[src/rtl/axi_pkg.sv]
// Shared AXI4 definitions for the burst master: burst/response encodings,
// the controller state enum and the AxSIZE helper.
package axi_pkg;

    localparam logic [1:0] BURST_FIXED = 2'b00;
    localparam logic [1:0] BURST_INCR  = 2'b01;
    localparam logic [1:0] BURST_WRAP  = 2'b10;

    localparam logic [1:0] RESP_OKAY   = 2'b00;
    localparam logic [1:0] RESP_EXOKAY = 2'b01;
    localparam logic [1:0] RESP_SLVERR = 2'b10;
    localparam logic [1:0] RESP_DECERR = 2'b11;

    typedef enum logic [2:0] {
        ST_IDLE,
        ST_WADDR,
        ST_WDATA,
        ST_WRESP,
        ST_RADDR,
        ST_RDATA
    } state_t;

    // AxSIZE encoding for a power-of-two beat size in bytes.
    function automatic logic [2:0] size_log2(input int unsigned bytes);
        logic [2:0] result;
        result = 3'd0;
        for (int i = 0; i < 8; i++) begin
            if (bytes == (32'd1 << i)) begin
                result = i[2:0];
            end
        end
        return result;
    endfunction

endpackage

[src/rtl/axi_burst_master_if.sv]
// AXI4 bus bundle between the burst master and a slave.
interface axi_burst_master_if #(
    parameter int ADDR_W = 32,
    parameter int DATA_W = 32,
    parameter int ID_W   = 4
);

    logic [ID_W-1:0]     awid;
    logic [ADDR_W-1:0]   awaddr;
    logic [7:0]          awlen;
    logic [2:0]          awsize;
    logic [1:0]          awburst;
    logic                awvalid;
    logic                awready;

    logic [DATA_W-1:0]   wdata;
    logic [DATA_W/8-1:0] wstrb;
    logic                wlast;
    logic                wvalid;
    logic                wready;

    logic [ID_W-1:0]     bid;
    logic [1:0]          bresp;
    logic                bvalid;
    logic                bready;

    logic [ID_W-1:0]     arid;
    logic [ADDR_W-1:0]   araddr;
    logic [7:0]          arlen;
    logic [2:0]          arsize;
    logic [1:0]          arburst;
    logic                arvalid;
    logic                arready;

    logic [ID_W-1:0]     rid;
    logic [DATA_W-1:0]   rdata;
    logic [1:0]          rresp;
    logic                rlast;
    logic                rvalid;
    logic                rready;

    modport master (
        output awid, awaddr, awlen, awsize, awburst, awvalid,
        input  awready,
        output wdata, wstrb, wlast, wvalid,
        input  wready,
        input  bid, bresp, bvalid,
        output bready,
        output arid, araddr, arlen, arsize, arburst, arvalid,
        input  arready,
        input  rid, rdata, rresp, rlast, rvalid,
        output rready
    );

    modport slave (
        input  awid, awaddr, awlen, awsize, awburst, awvalid,
        output awready,
        input  wdata, wstrb, wlast, wvalid,
        output wready,
        output bid, bresp, bvalid,
        input  bready,
        input  arid, araddr, arlen, arsize, arburst, arvalid,
        output arready,
        output rid, rdata, rresp, rlast, rvalid,
        input  rready
    );

endinterface

[src/rtl/axi_burst_master.sv]
// Single-outstanding AXI4 INCR burst initiator: one command in, one AW/AR burst
// out, write beats streamed in, read beats streamed out, one completion pulse.
module axi_burst_master
    import axi_pkg::*;
#(
    parameter int ADDR_W   = 32,
    parameter int DATA_W   = 32,
    parameter int ID_W     = 4,
    parameter int FIXED_ID = 0
) (
    input  logic                clk,
    input  logic                rst,

    input  logic                cmd_valid,
    output logic                cmd_ready,
    input  logic                cmd_write,
    input  logic [ADDR_W-1:0]   cmd_addr,
    input  logic [7:0]          cmd_len,

    input  logic [DATA_W-1:0]   wr_data,
    input  logic [DATA_W/8-1:0] wr_strb,
    input  logic                wr_valid,
    output logic                wr_ready,

    output logic [DATA_W-1:0]   rd_data,
    output logic                rd_last,
    output logic                rd_valid,
    input  logic                rd_ready,

    output logic                done_valid,
    output logic [1:0]          done_resp,

    axi_burst_master_if.master  bus
);

    localparam logic [2:0] BEAT_SIZE = size_log2(DATA_W / 8);

    state_t            state_q, state_d;
    logic [ADDR_W-1:0] addr_q, addr_d;
    logic [7:0]        len_q, len_d;
    logic [7:0]        count_q, count_d;
    logic [1:0]        worst_resp_q, worst_resp_d;
    logic              done_valid_q, done_valid_d;
    logic [1:0]        done_resp_q, done_resp_d;

    always_ff @(posedge clk or negedge rst) begin
        if (!rst) begin
            state_q      <= ST_IDLE;
            addr_q       <= '0;
            len_q        <= '0;
            count_q      <= '0;
            worst_resp_q <= RESP_OKAY;
            done_valid_q <= 1'b0;
            done_resp_q  <= RESP_OKAY;
        end else begin
            state_q      <= state_d;
            addr_q       <= addr_d;
            len_q        <= len_d;
            count_q      <= count_d;
            worst_resp_q <= worst_resp_d;
            done_valid_q <= done_valid_d;
            done_resp_q  <= done_resp_d;
        end
    end

    always_comb begin
        state_d      = state_q;
        addr_d       = addr_q;
        len_d        = len_q;
        count_d      = count_q;
        worst_resp_d = worst_resp_q;
        done_valid_d = 1'b0;
        done_resp_d  = done_resp_q;

        case (state_q)
            ST_IDLE: begin
                if (cmd_valid && cmd_ready) begin
                    addr_d       = cmd_addr;
                    len_d        = cmd_len;
                    count_d      = '0;
                    worst_resp_d = RESP_OKAY;
                    state_d      = cmd_write ? ST_WADDR : ST_RADDR;
                end
            end
            ST_WADDR: begin
                if (bus.awready) begin
                    count_d = '0;
                    state_d = ST_WDATA;
                end
            end
            ST_WDATA: begin
                if (wr_valid && bus.wready) begin
                    count_d = count_q + 8'd1;
                    if (count_q == len_q) begin
                        state_d = ST_WRESP;
                    end
                end
            end
            ST_WRESP: begin
                if (bus.bvalid) begin
                    done_valid_d = 1'b1;
                    done_resp_d  = bus.bresp;
                    state_d      = ST_IDLE;
                end
            end
            ST_RADDR: begin
                if (bus.arready) begin
                    count_d = '0;
                    state_d = ST_RDATA;
                end
            end
            ST_RDATA: begin
                // Burst ends on RLAST alone; the beat count is informational only.
                if (bus.rvalid && rd_ready) begin
                    count_d      = count_q + 8'd1;
                    worst_resp_d = (bus.rresp > worst_resp_q) ? bus.rresp : worst_resp_q;
                    if (bus.rlast) begin
                        done_valid_d = 1'b1;
                        done_resp_d  = worst_resp_d;
                        state_d      = ST_IDLE;
                    end
                end
            end
            default: begin
                state_d = ST_IDLE;
            end
        endcase
    end

    // Holding off during the completion pulse makes the next command land one cycle after it.
    assign cmd_ready   = (state_q == ST_IDLE) && !done_valid_q;

    assign bus.awid    = ID_W'(FIXED_ID);
    assign bus.awaddr  = addr_q;
    assign bus.awlen   = len_q;
    assign bus.awsize  = BEAT_SIZE;
    assign bus.awburst = BURST_INCR;
    assign bus.awvalid = (state_q == ST_WADDR);

    assign bus.wdata   = wr_data;
    assign bus.wstrb   = wr_strb;
    assign bus.wlast   = (count_q == len_q);
    assign bus.wvalid  = (state_q == ST_WDATA) && wr_valid;
    assign wr_ready    = (state_q == ST_WDATA) && bus.wready;

    assign bus.bready  = (state_q == ST_WRESP);

    assign bus.arid    = ID_W'(FIXED_ID);
    assign bus.araddr  = addr_q;
    assign bus.arlen   = len_q;
    assign bus.arsize  = BEAT_SIZE;
    assign bus.arburst = BURST_INCR;
    assign bus.arvalid = (state_q == ST_RADDR);

    assign bus.rready  = (state_q == ST_RDATA) && rd_ready;
    assign rd_valid    = (state_q == ST_RDATA) && bus.rvalid;
    assign rd_data     = bus.rdata;
    assign rd_last     = (state_q == ST_RDATA) && bus.rlast;

    assign done_valid  = done_valid_q;
    assign done_resp   = done_resp_q;

    logic unused_ids;
    assign unused_ids = ^{bus.bid, bus.rid};

endmodule

[src/flat_wrapper.sv]
// flat-port wrapper written by rule: the top's interface ports become plain ports
module axi_burst_master_flat import axi_pkg::*;
#(
    parameter int ADDR_W   = 32,
    parameter int DATA_W   = 32,
    parameter int ID_W     = 4,
    parameter int FIXED_ID = 0
)
  (clk, rst, cmd_valid, cmd_ready, cmd_write, cmd_addr, cmd_len, wr_data, wr_strb, wr_valid, wr_ready, rd_data, rd_last, rd_valid, rd_ready, done_valid, done_resp, bus_awid, bus_awaddr, bus_awlen, bus_awsize, bus_awburst, bus_awvalid, bus_awready, bus_wdata, bus_wstrb, bus_wlast, bus_wvalid, bus_wready, bus_bid, bus_bresp, bus_bvalid, bus_bready, bus_arid, bus_araddr, bus_arlen, bus_arsize, bus_arburst, bus_arvalid, bus_arready, bus_rid, bus_rdata, bus_rresp, bus_rlast, bus_rvalid, bus_rready);
  axi_burst_master_if #(.ADDR_W(ADDR_W), .DATA_W(DATA_W), .ID_W(ID_W)) bus_i ();
  input  logic clk;
  input  logic rst;
  input  logic cmd_valid;
  output logic cmd_ready;
  input  logic cmd_write;
  input  logic [ADDR_W-1:0] cmd_addr;
  input  logic [7:0] cmd_len;
  input  logic [DATA_W-1:0] wr_data;
  input  logic [DATA_W/8-1:0] wr_strb;
  input  logic wr_valid;
  output logic wr_ready;
  output logic [DATA_W-1:0] rd_data;
  output logic rd_last;
  output logic rd_valid;
  input  logic rd_ready;
  output logic done_valid;
  output logic [1:0] done_resp;
  output wire logic [$bits(bus_i.awid)-1:0] bus_awid;
  output wire logic [$bits(bus_i.awaddr)-1:0] bus_awaddr;
  output wire logic [$bits(bus_i.awlen)-1:0] bus_awlen;
  output wire logic [$bits(bus_i.awsize)-1:0] bus_awsize;
  output wire logic [$bits(bus_i.awburst)-1:0] bus_awburst;
  output wire logic [$bits(bus_i.awvalid)-1:0] bus_awvalid;
  input wire logic [$bits(bus_i.awready)-1:0] bus_awready;
  output wire logic [$bits(bus_i.wdata)-1:0] bus_wdata;
  output wire logic [$bits(bus_i.wstrb)-1:0] bus_wstrb;
  output wire logic [$bits(bus_i.wlast)-1:0] bus_wlast;
  output wire logic [$bits(bus_i.wvalid)-1:0] bus_wvalid;
  input wire logic [$bits(bus_i.wready)-1:0] bus_wready;
  input wire logic [$bits(bus_i.bid)-1:0] bus_bid;
  input wire logic [$bits(bus_i.bresp)-1:0] bus_bresp;
  input wire logic [$bits(bus_i.bvalid)-1:0] bus_bvalid;
  output wire logic [$bits(bus_i.bready)-1:0] bus_bready;
  output wire logic [$bits(bus_i.arid)-1:0] bus_arid;
  output wire logic [$bits(bus_i.araddr)-1:0] bus_araddr;
  output wire logic [$bits(bus_i.arlen)-1:0] bus_arlen;
  output wire logic [$bits(bus_i.arsize)-1:0] bus_arsize;
  output wire logic [$bits(bus_i.arburst)-1:0] bus_arburst;
  output wire logic [$bits(bus_i.arvalid)-1:0] bus_arvalid;
  input wire logic [$bits(bus_i.arready)-1:0] bus_arready;
  input wire logic [$bits(bus_i.rid)-1:0] bus_rid;
  input wire logic [$bits(bus_i.rdata)-1:0] bus_rdata;
  input wire logic [$bits(bus_i.rresp)-1:0] bus_rresp;
  input wire logic [$bits(bus_i.rlast)-1:0] bus_rlast;
  input wire logic [$bits(bus_i.rvalid)-1:0] bus_rvalid;
  output wire logic [$bits(bus_i.rready)-1:0] bus_rready;
  assign bus_awid = bus_i.awid;
  assign bus_awaddr = bus_i.awaddr;
  assign bus_awlen = bus_i.awlen;
  assign bus_awsize = bus_i.awsize;
  assign bus_awburst = bus_i.awburst;
  assign bus_awvalid = bus_i.awvalid;
  assign bus_i.awready = bus_awready;
  assign bus_wdata = bus_i.wdata;
  assign bus_wstrb = bus_i.wstrb;
  assign bus_wlast = bus_i.wlast;
  assign bus_wvalid = bus_i.wvalid;
  assign bus_i.wready = bus_wready;
  assign bus_i.bid = bus_bid;
  assign bus_i.bresp = bus_bresp;
  assign bus_i.bvalid = bus_bvalid;
  assign bus_bready = bus_i.bready;
  assign bus_arid = bus_i.arid;
  assign bus_araddr = bus_i.araddr;
  assign bus_arlen = bus_i.arlen;
  assign bus_arsize = bus_i.arsize;
  assign bus_arburst = bus_i.arburst;
  assign bus_arvalid = bus_i.arvalid;
  assign bus_i.arready = bus_arready;
  assign bus_i.rid = bus_rid;
  assign bus_i.rdata = bus_rdata;
  assign bus_i.rresp = bus_rresp;
  assign bus_i.rlast = bus_rlast;
  assign bus_i.rvalid = bus_rvalid;
  assign bus_rready = bus_i.rready;
  axi_burst_master #(.ADDR_W(ADDR_W), .DATA_W(DATA_W), .ID_W(ID_W), .FIXED_ID(FIXED_ID)) u_core (.clk(clk), .rst(rst), .cmd_valid(cmd_valid), .cmd_ready(cmd_ready), .cmd_write(cmd_write), .cmd_addr(cmd_addr), .cmd_len(cmd_len), .wr_data(wr_data), .wr_strb(wr_strb), .wr_valid(wr_valid), .wr_ready(wr_ready), .rd_data(rd_data), .rd_last(rd_last), .rd_valid(rd_valid), .rd_ready(rd_ready), .done_valid(done_valid), .done_resp(done_resp), .bus(bus_i));
endmodule
[config.mk]
export PLATFORM = sky130hd
export DESIGN_NAME = axi_burst_master_flat
export DESIGN_NICKNAME = d
export VERILOG_FILES = /design/src/rtl/axi_pkg.sv /design/src/rtl/axi_burst_master_if.sv /design/src/rtl/axi_burst_master.sv /design/src/flat_wrapper.sv
export SDC_FILE = /design/constraint.sdc
export NUM_CORES = 1
export LEC_CHECK = 0
export ABC_AREA = 1
export CAP_MARGIN = 20
export CORE_MARGIN = 4
export CORE_UTILIZATION = 30
export CTS_CLUSTER_DIAMETER = 50
export DETAILED_ROUTE_END_ITERATION = 12
export GPL_TIMING_DRIVEN = 0
export PLACE_DENSITY_LB_ADDON = 0.05
export SLEW_MARGIN = 20
export SYNTH_ARGS = -nofsm -noshare
export SYNTH_HDL_FRONTEND = slang
export SYNTH_SLANG_ARGS = --single-unit
[constraint.sdc]
create_clock -name clk -period 1.3 [get_ports clk]
set_input_delay 0.26 -clock clk [delete_from_list [all_inputs] [get_ports clk]]
set_output_delay 0.26 -clock clk [all_outputs]
set_load 0.02 [all_outputs]
==> impl_metrics.json, run 1 <==
{
  "hold_viol_final": 0,
  "synth_edf_count": 0,
  "synth_cell_types": 31,
  "syn_area_sq_mm": 0.00381,
  "die-area_sq_mm": 0.0146,
  "cp_data_arrival_time_ns": 1.36,
  "crit_path_end_kind": "output pin",
  "firstDrtPassIters": 4,
  "powerDensity_mw_per_mm2": 659,
  "overflow": 0,
  "setup_viol": 72,
  "gp_congestion": 0.798,
  "antenna_cells": 0,
  "post-route-util_pct": 60.6,
  "total_power_uw": 4880,
  "min_period_ns": 1.62,
  "avgSynthCellArea_sq_um": 9.26,
  "power_frac_comb_pct": 25.7,
  "p_sw_share_pct": 25.5,
  "grt_pass1_vias": 3757,
  "vias": 3603,
  "min_path_type": "input pin to asynchronous set/reset pin",
  "drive_above_1_share_pct": 53.7,
  "dp_hpwl_microns": 9280,
  "clk_latency_ns": 0.29,
  "startpoint_type": "register",
  "start_util_pct": 31.2,
  "core-area_sq_mm": 0.0122,
  "intPower_uw": 3640,
  "place_ws_ns": -0.609,
  "clkSinkCount": 56,
  "ys_seq_elements": 56,
  "cts_tree": "built",
  "drt_wl_total_microns": 12500,
  "place_area_sq_mm": 0.00629,
  "rsz0062_at_grt": "true",
  "seq_power_share_pct": 38.6,
  "grt_max_degree": 34,
  "yosysSeqAreaShare_pct": 36.8,
  "fin_cells": 889,
  "io_buffer_count": 216,
  "die_y_microns": 121,
  "critPathKind": "register to output pin",
  "synthArstFlopShare_pct": 100,
  "num_rows": 40,
  "dp.cells": 812,
  "antenna_found_initial": 0,
  "grtUsageTotal_pct": 15.6,
  "cts_buffers": 5,
  "worstPathRequired_ns": 1.04,
  "cts_root_buf": "clkbuf_16",
  "yosys_warnings": 0,
  "wl_per_cell_microns": 14.0,
  "p_clk_share_pct": 35.7,
  "die_w_microns": 121,
  "slew_viol_final": 0,
  "synthCells": 411,
  "ant_nets": 0,
  "violations": "negative setup slack",
  "status": "complete, but fails checks",
  "period_share_pct": 125,
  "dr.first_iter.drc_count": 79,
  "clk_pin_slew_ns": 0.08,
  "netSwitchingPower_uw": 1250,
  "grt_pass1_wl_microns": 18500,
  "fin_skew_ns": 0.00550,
  "final.fill_count": 1054,
  "num-nets-final": 856,
  "boundaryPins": 311,
  "cp_max_fo": 5,
  "final_common_cell": "buf_4",
  "max-vdd-ir-drop_v": 0.000547,
  "drv_cap": 0,
  "syn_to_final_growth_pct": 94.5,
  "via_per_inst": 4.05,
  "htree_num_levels": 2,
  "clock.fmax_mhz": 617,
  "setup_slack_ns": -0.322,
  "drc": 0,
  "clockBufferDepth": 2,
  "final_cell_mix": "138 x buf_4, 122 x clkdlybuf4s50_1, 96 x buf_6, 51 x dfrtp_1, 49 x nand2_1",
  "static-leakage-power_uw": 0.00392,
  "ys.flop_type": "dfrtp_1",
  "fin_area_sq_mm": 0.00740
}
[layer usage]
metal | GRT usage (%) | vias to the layer above | wire length (microns)
met2 | 30.2 | 170 | 6720
met3 | 4.16 | 6 | 998
met1 | 17.1 | 1668 | 4650
met4 | 2.90 | 0 | 106
met5 | 0 | - | 0
li1 | - | 1759 | -
[flip-flops by register name, summed over array words and instances (netlist names)]
signal / count
u_core.count_q: 8
u_core.done_resp: 2
u_core.bus.arlen: 8
u_core.bus.araddr: 32
u_core.done_valid: 1
u_core.state_q: 3
u_core.worst_resp_q: 2
[worst max-delay path, cell delays in order, from the launching register on]
cell and delay [ns]:
dfrtp_2 0.44, buf_6 0.13, nand2_4 0.06, nor2_4 0.17, inv_4 0.08, nor2_4 0.08, buf_6 0.12
[worst paths after layout]
kind | from | end | slack, ns | cells after the start
min in group clk | u_core.worst_resp_q[1]$_DFFE_PN0P_ | u_core.worst_resp_q[1]$_DFFE_PN0P_ | 0.52 | 2
worst min-delay path | rst | u_core.bus.araddr[18]$_DFFE_PN0P_ | 0.43 | 2
worst max-delay path | u_core.state_q[0]$_DFFE_PN0P_ | rd_valid | -0.32 | 6
worst max register to register | u_core.state_q[1]$_DFFE_PN0P_ | u_core.bus.araddr[26]$_DFFE_PN0P_ | -0.31 | 7
worst min register to register | u_core.worst_resp_q[1]$_DFFE_PN0P_ | u_core.worst_resp_q[1]$_DFFE_PN0P_ | 0.52 | 2
max in group asynchronous | rst | u_core.bus.arlen[3]$_DFFE_PN0P_ | 0.36 | 3
[Yosys cell counts, types with 5 or more instances]
cell type	count	area, sq um
dfrtp_1	56	1400
a21oi_1	6	30.0
nand3_1	8	40.0
nand2_1	66	248
o21ai_0	6	30.0
buf_4	127	953
nor2_1	25	93.8
mux2_2	5	56.3
mux2_4	30	450
inv_1	34	128
[per-stage QoR]
step / hold slack, ns / setup TNS, ns
4_1_cts: 0.418 / -15.70
6_report: 0.430 / -16.86
5_1_grt: 0.461 / -21.03
3_5_place_dp: 0.198 / -21.39
2_1_floorplan: -0.0356 / -10.24
3_3_place_gp: 0.470 / -131.61
[area by class of cell]
class                   instances  area (sq um)  share of cell area [%]
repair buffers                296          2890                    39.0
multi-input cells             200          1520                    20.6
flip-flops and latches         56          1410                    19.0
plain buffers                 123          1030                    13.9
well taps                     168           210                    2.84
inverters                      38           153                    2.06
clock buffers                   5           125                    1.69
clock inverters                 3          68.8                   0.929
[cells by family after synthesis]
family | count (synthesis) | synth area share, %
compound gates | 23 | 3.58
xor+xnor | 7 | 1.61
fa+ha+maj | 4 | 1.31
buf+inv | 171 | 30.3
flops | 56 | 36.8
mux | 35 | 13.3
other cells | 2 | 0.197
simple gates | 113 | 12.9
[power groups by stage]
stage          logic, uW  registers (uW)  clock network (uW)
2_1_floorplan        680            1890                   0
3_3_place_gp        1140            1900                   0
3_5_place_dp        1150            1910                   0
4_1_cts             1180            1890                1800
5_1_grt             1360            1890                1870
6_report            1250            1880                1740
[timing repair]
| item | in CTS | in global routing |
|---|---|---|
| hold buffers | 1 | 0 |
| buffers inserted | 64 | 18 |
| pin swaps | 13 | 15 |
| cloned | 3 | 1 |
| endpoints found under the setup margin | 148 | 128 |
| endpoints found under the hold margin | 23 | 0 |
| gates resized for setup | 436 | 101 |
Note: power is estimated with default switching activity, not from simulation.
==> run 2, diff against run 1 <==
Settings changed: PLACE_DENSITY set to 0.84, PLACE_DENSITY_LB_ADDON 0.05 to not set.
==> run 2 against run 1 <==
The run still ends with negative setup slack left. First-iteration DRC count rose by 14%. Die area stayed put. Utilization is 1.2 points lower. Critical path type is now register to register.
==> impl_metrics.json, run 2 (synthesized netlist as in run 1, its figures left out) <==
{
  "htree_num_levels": 2,
  "cpMostUsedCell": "nand2_4",
  "wl_per_cell_microns": 14.8,
  "fin_cells": 879,
  "crit_cells": 7,
  "rsz0062_at_grt": "true",
  "cts_root_buf": "clkbuf_16",
  "path_cells": "inv_2 > nand2_4 > nor3_4 > nand2_4 > buf_6 > buf_12 > mux2_4",
  "fin_skew_ns": 0.00875,
  "firstDrtPassIters": 4,
  "overflow": 0,
  "drt_wl_total_microns": 13000,
  "worstPathRequired_ns": 1.48,
  "place_ws_ns": -0.637,
  "die-area_sq_mm": 0.0146,
  "setup_viol": 79,
  "cts_buffers": 5,
  "antenna_found_initial": 0,
  "static-leakage-power_uw": 0.00380,
  "crit_path_end_kind": "register",
  "powerDensity_mw_per_mm2": 628,
  "crit_end": "u_core.bus.araddr[31]$_DFFE_PN0P_",
  "clk_latency_ns": 0.29,
  "status": "complete, but fails checks",
  "dr.first_iter.drc_count": 90,
  "max-vdd-ir-drop_v": 0.000514,
  "die_y_microns": 121,
  "final_common_cell": "buf_4",
  "rrSetupSlack_ns": -0.36,
  "grt_pass1_vias": 3704,
  "post-route-util_pct": 59.4,
  "num-nets-final": 846,
  "violations": "negative setup slack",
  "grt_max_degree": 30,
  "drv_cap": 0,
  "antenna_cells": 0,
  "critPathKind": "register to register",
  "final_cell_mix": "128 x buf_4, 121 x clkdlybuf4s50_1, 98 x buf_6, 53 x nand2_1, 49 x dfrtp_1",
  "cts_tree": "built",
  "io_buffer_count": 216,
  "min_period_ns": 1.66,
  "boundaryPins": 311,
  "num_rows": 40,
  "min_path_type": "input pin to asynchronous set/reset pin",
  "max_stage_delay_ns": 0.47,
  "grtUsageTotal_pct": 16.1,
  "hold_viol_final": 0,
  "start_util_pct": 31.2,
  "crit_slowest_cell": "dfrtp_2",
  "period_share_pct": 128,
  "clk_pin_slew_ns": 0.08,
  "setup_slack_ns": -0.359,
  "core-area_sq_mm": 0.0122,
  "critPathBufInv": 3,
  "dp_hpwl_microns": 9460,
  "largest_register_ffs": 32,
  "clkSinkCount": 56,
  "clockBufferDepth": 2,
  "dp.cells": 812,
  "grt_pass1_wl_microns": 18900,
  "cp_data_arrival_time_ns": 1.84,
  "tns_ns": -17.30,
  "ff2ff_path_depth": 7,
  "die_w_microns": 121,
  "vias": 3580,
  "crit_family": "flip-flops",
  "cp_max_fo": 7,
  "startpoint_type": "register",
  "drc": 0,
  "gp_congestion": 0.799,
  "reg2reg_to": "u_core.bus.araddr[31]$_DFFE_PN0P_",
  "clock.fmax_mhz": 603,
  "cp-startpoint": "u_core.state_q[0]$_DFFE_PN0P_",
  "timing.rr.start": "u_core.state_q[0]$_DFFE_PN0P_",
  "ant_nets": 0,
  "drive_above_1_share_pct": 53.3,
  "syn_to_final_growth_pct": 90.7,
  "via_per_inst": 4.07,
  "slew_viol_final": 0
}
-- run 2: cell count changes in the layout (fill, tap and decap cells not counted), sizes merged --
cell	previous run	this run
buf	256	246
bufinv	2	0
clkbuf	23	21
inv	39	38
clkdlybuf4s15	20	21
clkinvlp	0	1
clkinv	0	1
clkdlybuf4s50	122	121
dlygate4sd2	2	5
-- run 2: what timing repair did --
action	CTS	global route
setup buffers	46	24
hold buffers	1	0
endpoints found under the setup margin	148	119
gates cloned	4	0
pin swaps	7	11
hold endpoints to repair	27	0
resized for setup	423	112
-- run 2: worst min-delay path by stage --
stage / slack [ns] / end / depth (start not counted)
after floorplan: -0.04 / u_core.bus.araddr[0]$_DFFE_PN0P_ / 0
after global placement: 0.48 / u_core.worst_resp_q[1]$_DFFE_PN0P_ / 2
after detailed placement: 0.20 / u_core.bus.arlen[7]$_DFFE_PN0P_ / 1
after CTS: 0.45 / u_core.bus.arlen[2]$_DFFE_PN0P_ / 2
after global routing: 0.47 / u_core.bus.arlen[2]$_DFFE_PN0P_ / 2
final: 0.45 / u_core.bus.arlen[7]$_DFFE_PN0P_ / 2
-- run 2: where the power goes --
| part | total [uW] | switching [uW] | internal (uW) | leakage, uW |
|---|---|---|---|---|
| registers | 1890 | 83.0 | 1810 | 0.000734 |
| logic | 1290 | 553 | 739 | 0.00299 |
| clock network | 1370 | 652 | 721 | 0.0000671 |
| total | 4560 | 1290 | 3270 | 0.00380 |
-- run 2: worst register-to-register path, delay by kind of cell, from the launching register on --
family | cells | cell delay, ns
flip-flops | 1 | 0.47
multiplexers | 1 | 0.30
AND/OR/NAND/NOR | 3 | 0.39
buffers and inverters | 3 | 0.39
-- run 2: per-stage QoR --
step / hold slack [ns] / total power, uW / area (sq um)
detailed placement: 0.205 / 3070 / 6290
CTS: 0.446 / 4480 / 7080
global route: 0.471 / 4770 / 7260
floorplan: -0.0356 / 2570 / 3900
global placement: 0.477 / 3040 / 6270
finish: 0.449 / 4560 / 7260
-- run 2: per-layer routing --
layer | share of wire (%) | GRT usage, % | vias up
li1 | - | - | 1731
met1 | 38 | 19.1 | 1668
met2 | 53 | 29.3 | 173
met3 | 8.5 | 4.63 | 8
met4 | 0.68 | 2.48 | 0
met5 | 0 | 0 | -
-- run 2: final cells by class --
cell class | count | area (sq um)
tap | 168 | 210
sequential | 56 | 1410
clock buffer | 6 | 129
buffer | 124 | 1040
fill | 1039 | 4950
timing repair buffer | 285 | 2770
clock inverter | 2 | 16.3
inverter | 38 | 153
multi-input combinational | 200 | 1540
==> run 3, diff against run 2 <==
Settings changed: CORE_AREA set to 4 4 119 121, CORE_MARGIN 4 to not set, CORE_UTILIZATION 30 to not set, DIE_AREA set to 0 0 123 125, PLACE_DENSITY 0.84 to 0.79.
Clock period 1.3 ns to 1.9 ns, I/O delays scaled along.
==> run 3 against run 2 <==
The run now ends clean. Final cell count is 5.6% lower. Sequential power down 31%. Die area is 5.6% higher. Utilization is 10 points lower. Clock power shrank 34%. Critical path type is now register to output pin.
==> impl_metrics.json, run 3 (synthesized netlist as in run 1, its figures left out) <==
{
  "die_w_microns": 123,
  "rrSetupSlack_ns": 0.19,
  "num-nets-final": 790,
  "drive_above_1_share_pct": 32.6,
  "wl_per_cell_microns": 13.2,
  "hold_viol_final": 0,
  "cp_max_fo": 4,
  "critPathKind": "register to output pin",
  "boundaryPins": 311,
  "die-area_sq_mm": 0.0154,
  "startpoint_type": "register",
  "status": "completed",
  "clock.fmax_mhz": 542,
  "largest_register_ffs": 32,
  "setup_viol": 0,
  "grtUsageTotal_pct": 13.3,
  "crit_path_end_kind": "output pin",
  "worstPathRequired_ns": 1.52,
  "num_rows": 42,
  "clk_pin_slew_ns": 0.07,
  "max-vdd-ir-drop_v": 0.000322,
  "antenna_found_initial": 0,
  "drc": 0,
  "powerDensity_mw_per_mm2": 463,
  "via_per_inst": 3.94,
  "io_buffer_count": 216,
  "cts_buffers": 5,
  "syn_to_final_growth_pct": 69.0,
  "dp_hpwl_microns": 9130,
  "final_common_cell": "clkdlybuf4s50_1",
  "firstDrtPassIters": 4,
  "fin_area_sq_mm": 0.00643,
  "static-leakage-power_uw": 0.00327,
  "drv_cap": 0,
  "clkSinkCount": 56,
  "min_period_ns": 1.85,
  "holdWs_ns": 0.502,
  "slew_viol_final": 0,
  "core-area_sq_mm": 0.0131,
  "cts_root_buf": "clkbuf_16",
  "min_path_type": "register to register",
  "start_util_pct": 29.1,
  "htree_num_levels": 2,
  "final_cell_mix": "205 x clkdlybuf4s50_1, 133 x buf_4, 64 x nand2_1, 52 x dfrtp_1",
  "hold_start": "u_core.worst_resp_q[1]$_DFFE_PN0P_",
  "ff2ff_path_depth": 6,
  "hold_path_end": "u_core.worst_resp_q[1]$_DFFE_PN0P_",
  "grt_max_degree": 35,
  "clockBufferDepth": 2,
  "clk_latency_ns": 0.29,
  "cp_data_arrival_time_ns": 1.47,
  "overflow": 0,
  "place_area_sq_mm": 0.00627,
  "grt_pass1_vias": 3224,
  "period_share_pct": 97.1,
  "reg2reg_to": "u_core.bus.araddr[2]$_DFFE_PN0P_",
  "vias": 3271,
  "antenna_cells": 0,
  "ant_nets": 0,
  "holdPathStages": 2,
  "cts_tree": "built",
  "die_y_microns": 125,
  "grt_pass1_wl_microns": 16200,
  "timing.rr.start": "u_core.state_q[1]$_DFFE_PN0P_",
  "dr.first_iter.drc_count": 94,
  "drt_wl_total_microns": 11000,
  "gp_congestion": 0.785,
  "fin_skew_ns": 0.00334
}
## run 3: worst max-delay path, cell delays in order (launching register included)
cell and delay [ns]:
dfrtp_1 0.45, buf_4 0.14, clkdlybuf4s50_1 0.59
## run 3: worst max-delay path by stage
stage | from | to | slack (ns)
2_1_floorplan | u_core.state_q[2]$_DFFE_PN0P_ | u_core.bus.araddr[0]$_DFFE_PN0P_ | 0.29
3_3_place_gp | rst | u_core.bus.araddr[19]$_DFFE_PN0P_ | -1.38
3_5_place_dp | u_core.state_q[2]$_DFFE_PN0P_ | bus_wvalid | -0.16
4_1_cts | u_core.state_q[2]$_DFFE_PN0P_ | bus_wvalid | -0.07
5_1_grt | u_core.bus.arlen[0]$_DFFE_PN0P_ | bus_wlast | -0.006
6_report | u_core.bus.arlen[2]$_DFFE_PN0P_ | bus_awlen[2] | 0.05
## run 3: report_power, final
part	total, uW	switching [uW]	internal, uW	leakage, uW
logic	774	331	443	0.00247
registers	1300	61.8	1240	0.000738
clock network	904	424	480	0.0000657
total	2980	817	2160	0.00327
## run 3: cell type report
class	instances	area (sq um)
fill	1223	6650
timing repair buffer	221	2180
sequential	56	1410
multi-input combinational	200	1330
buffer	132	1000
tap	176	220
inverter	38	148
clock buffer	5	125
clock inverter	2	12.5
## run 3: stage by stage
stage,TNS [ns],total power (uW),std cells,setup WS [ns],utilization (%)
2_1_floorplan,0,1760,427,0.289,-
3_3_place_gp,-77.54,2080,819,-1.38,47.8
4_1_cts,-0.0669,3030,828,-0.0669,48.9
6_report,0,2980,830,0.0546,49.2
5_1_grt,-0.0211,3140,830,-0.00642,49.2
3_5_place_dp,-0.861,2090,820,-0.161,47.9
## run 3: repair_timing
| item | CTS | global route |
|---|---|---|
| pin swaps | 1 | 1 |
| resized for setup | 31 | 16 |
| hold buffers | 1 | 0 |
| endpoints found under the setup margin | 11 | 9 |
| hold endpoints to repair | 22 | 0 |
| buffers inserted | 1 | 2 |
## run 3: metal layers
layer | up-vias | share of wire, % | track usage [%]
li1 | 1626 | - | -
met1 | 1475 | 40 | 16.0
met5 | - | 0 | 0
met3 | 9 | 10 | 4.29
met4 | 0 | 0.79 | 3.45
met2 | 161 | 49 | 23.0
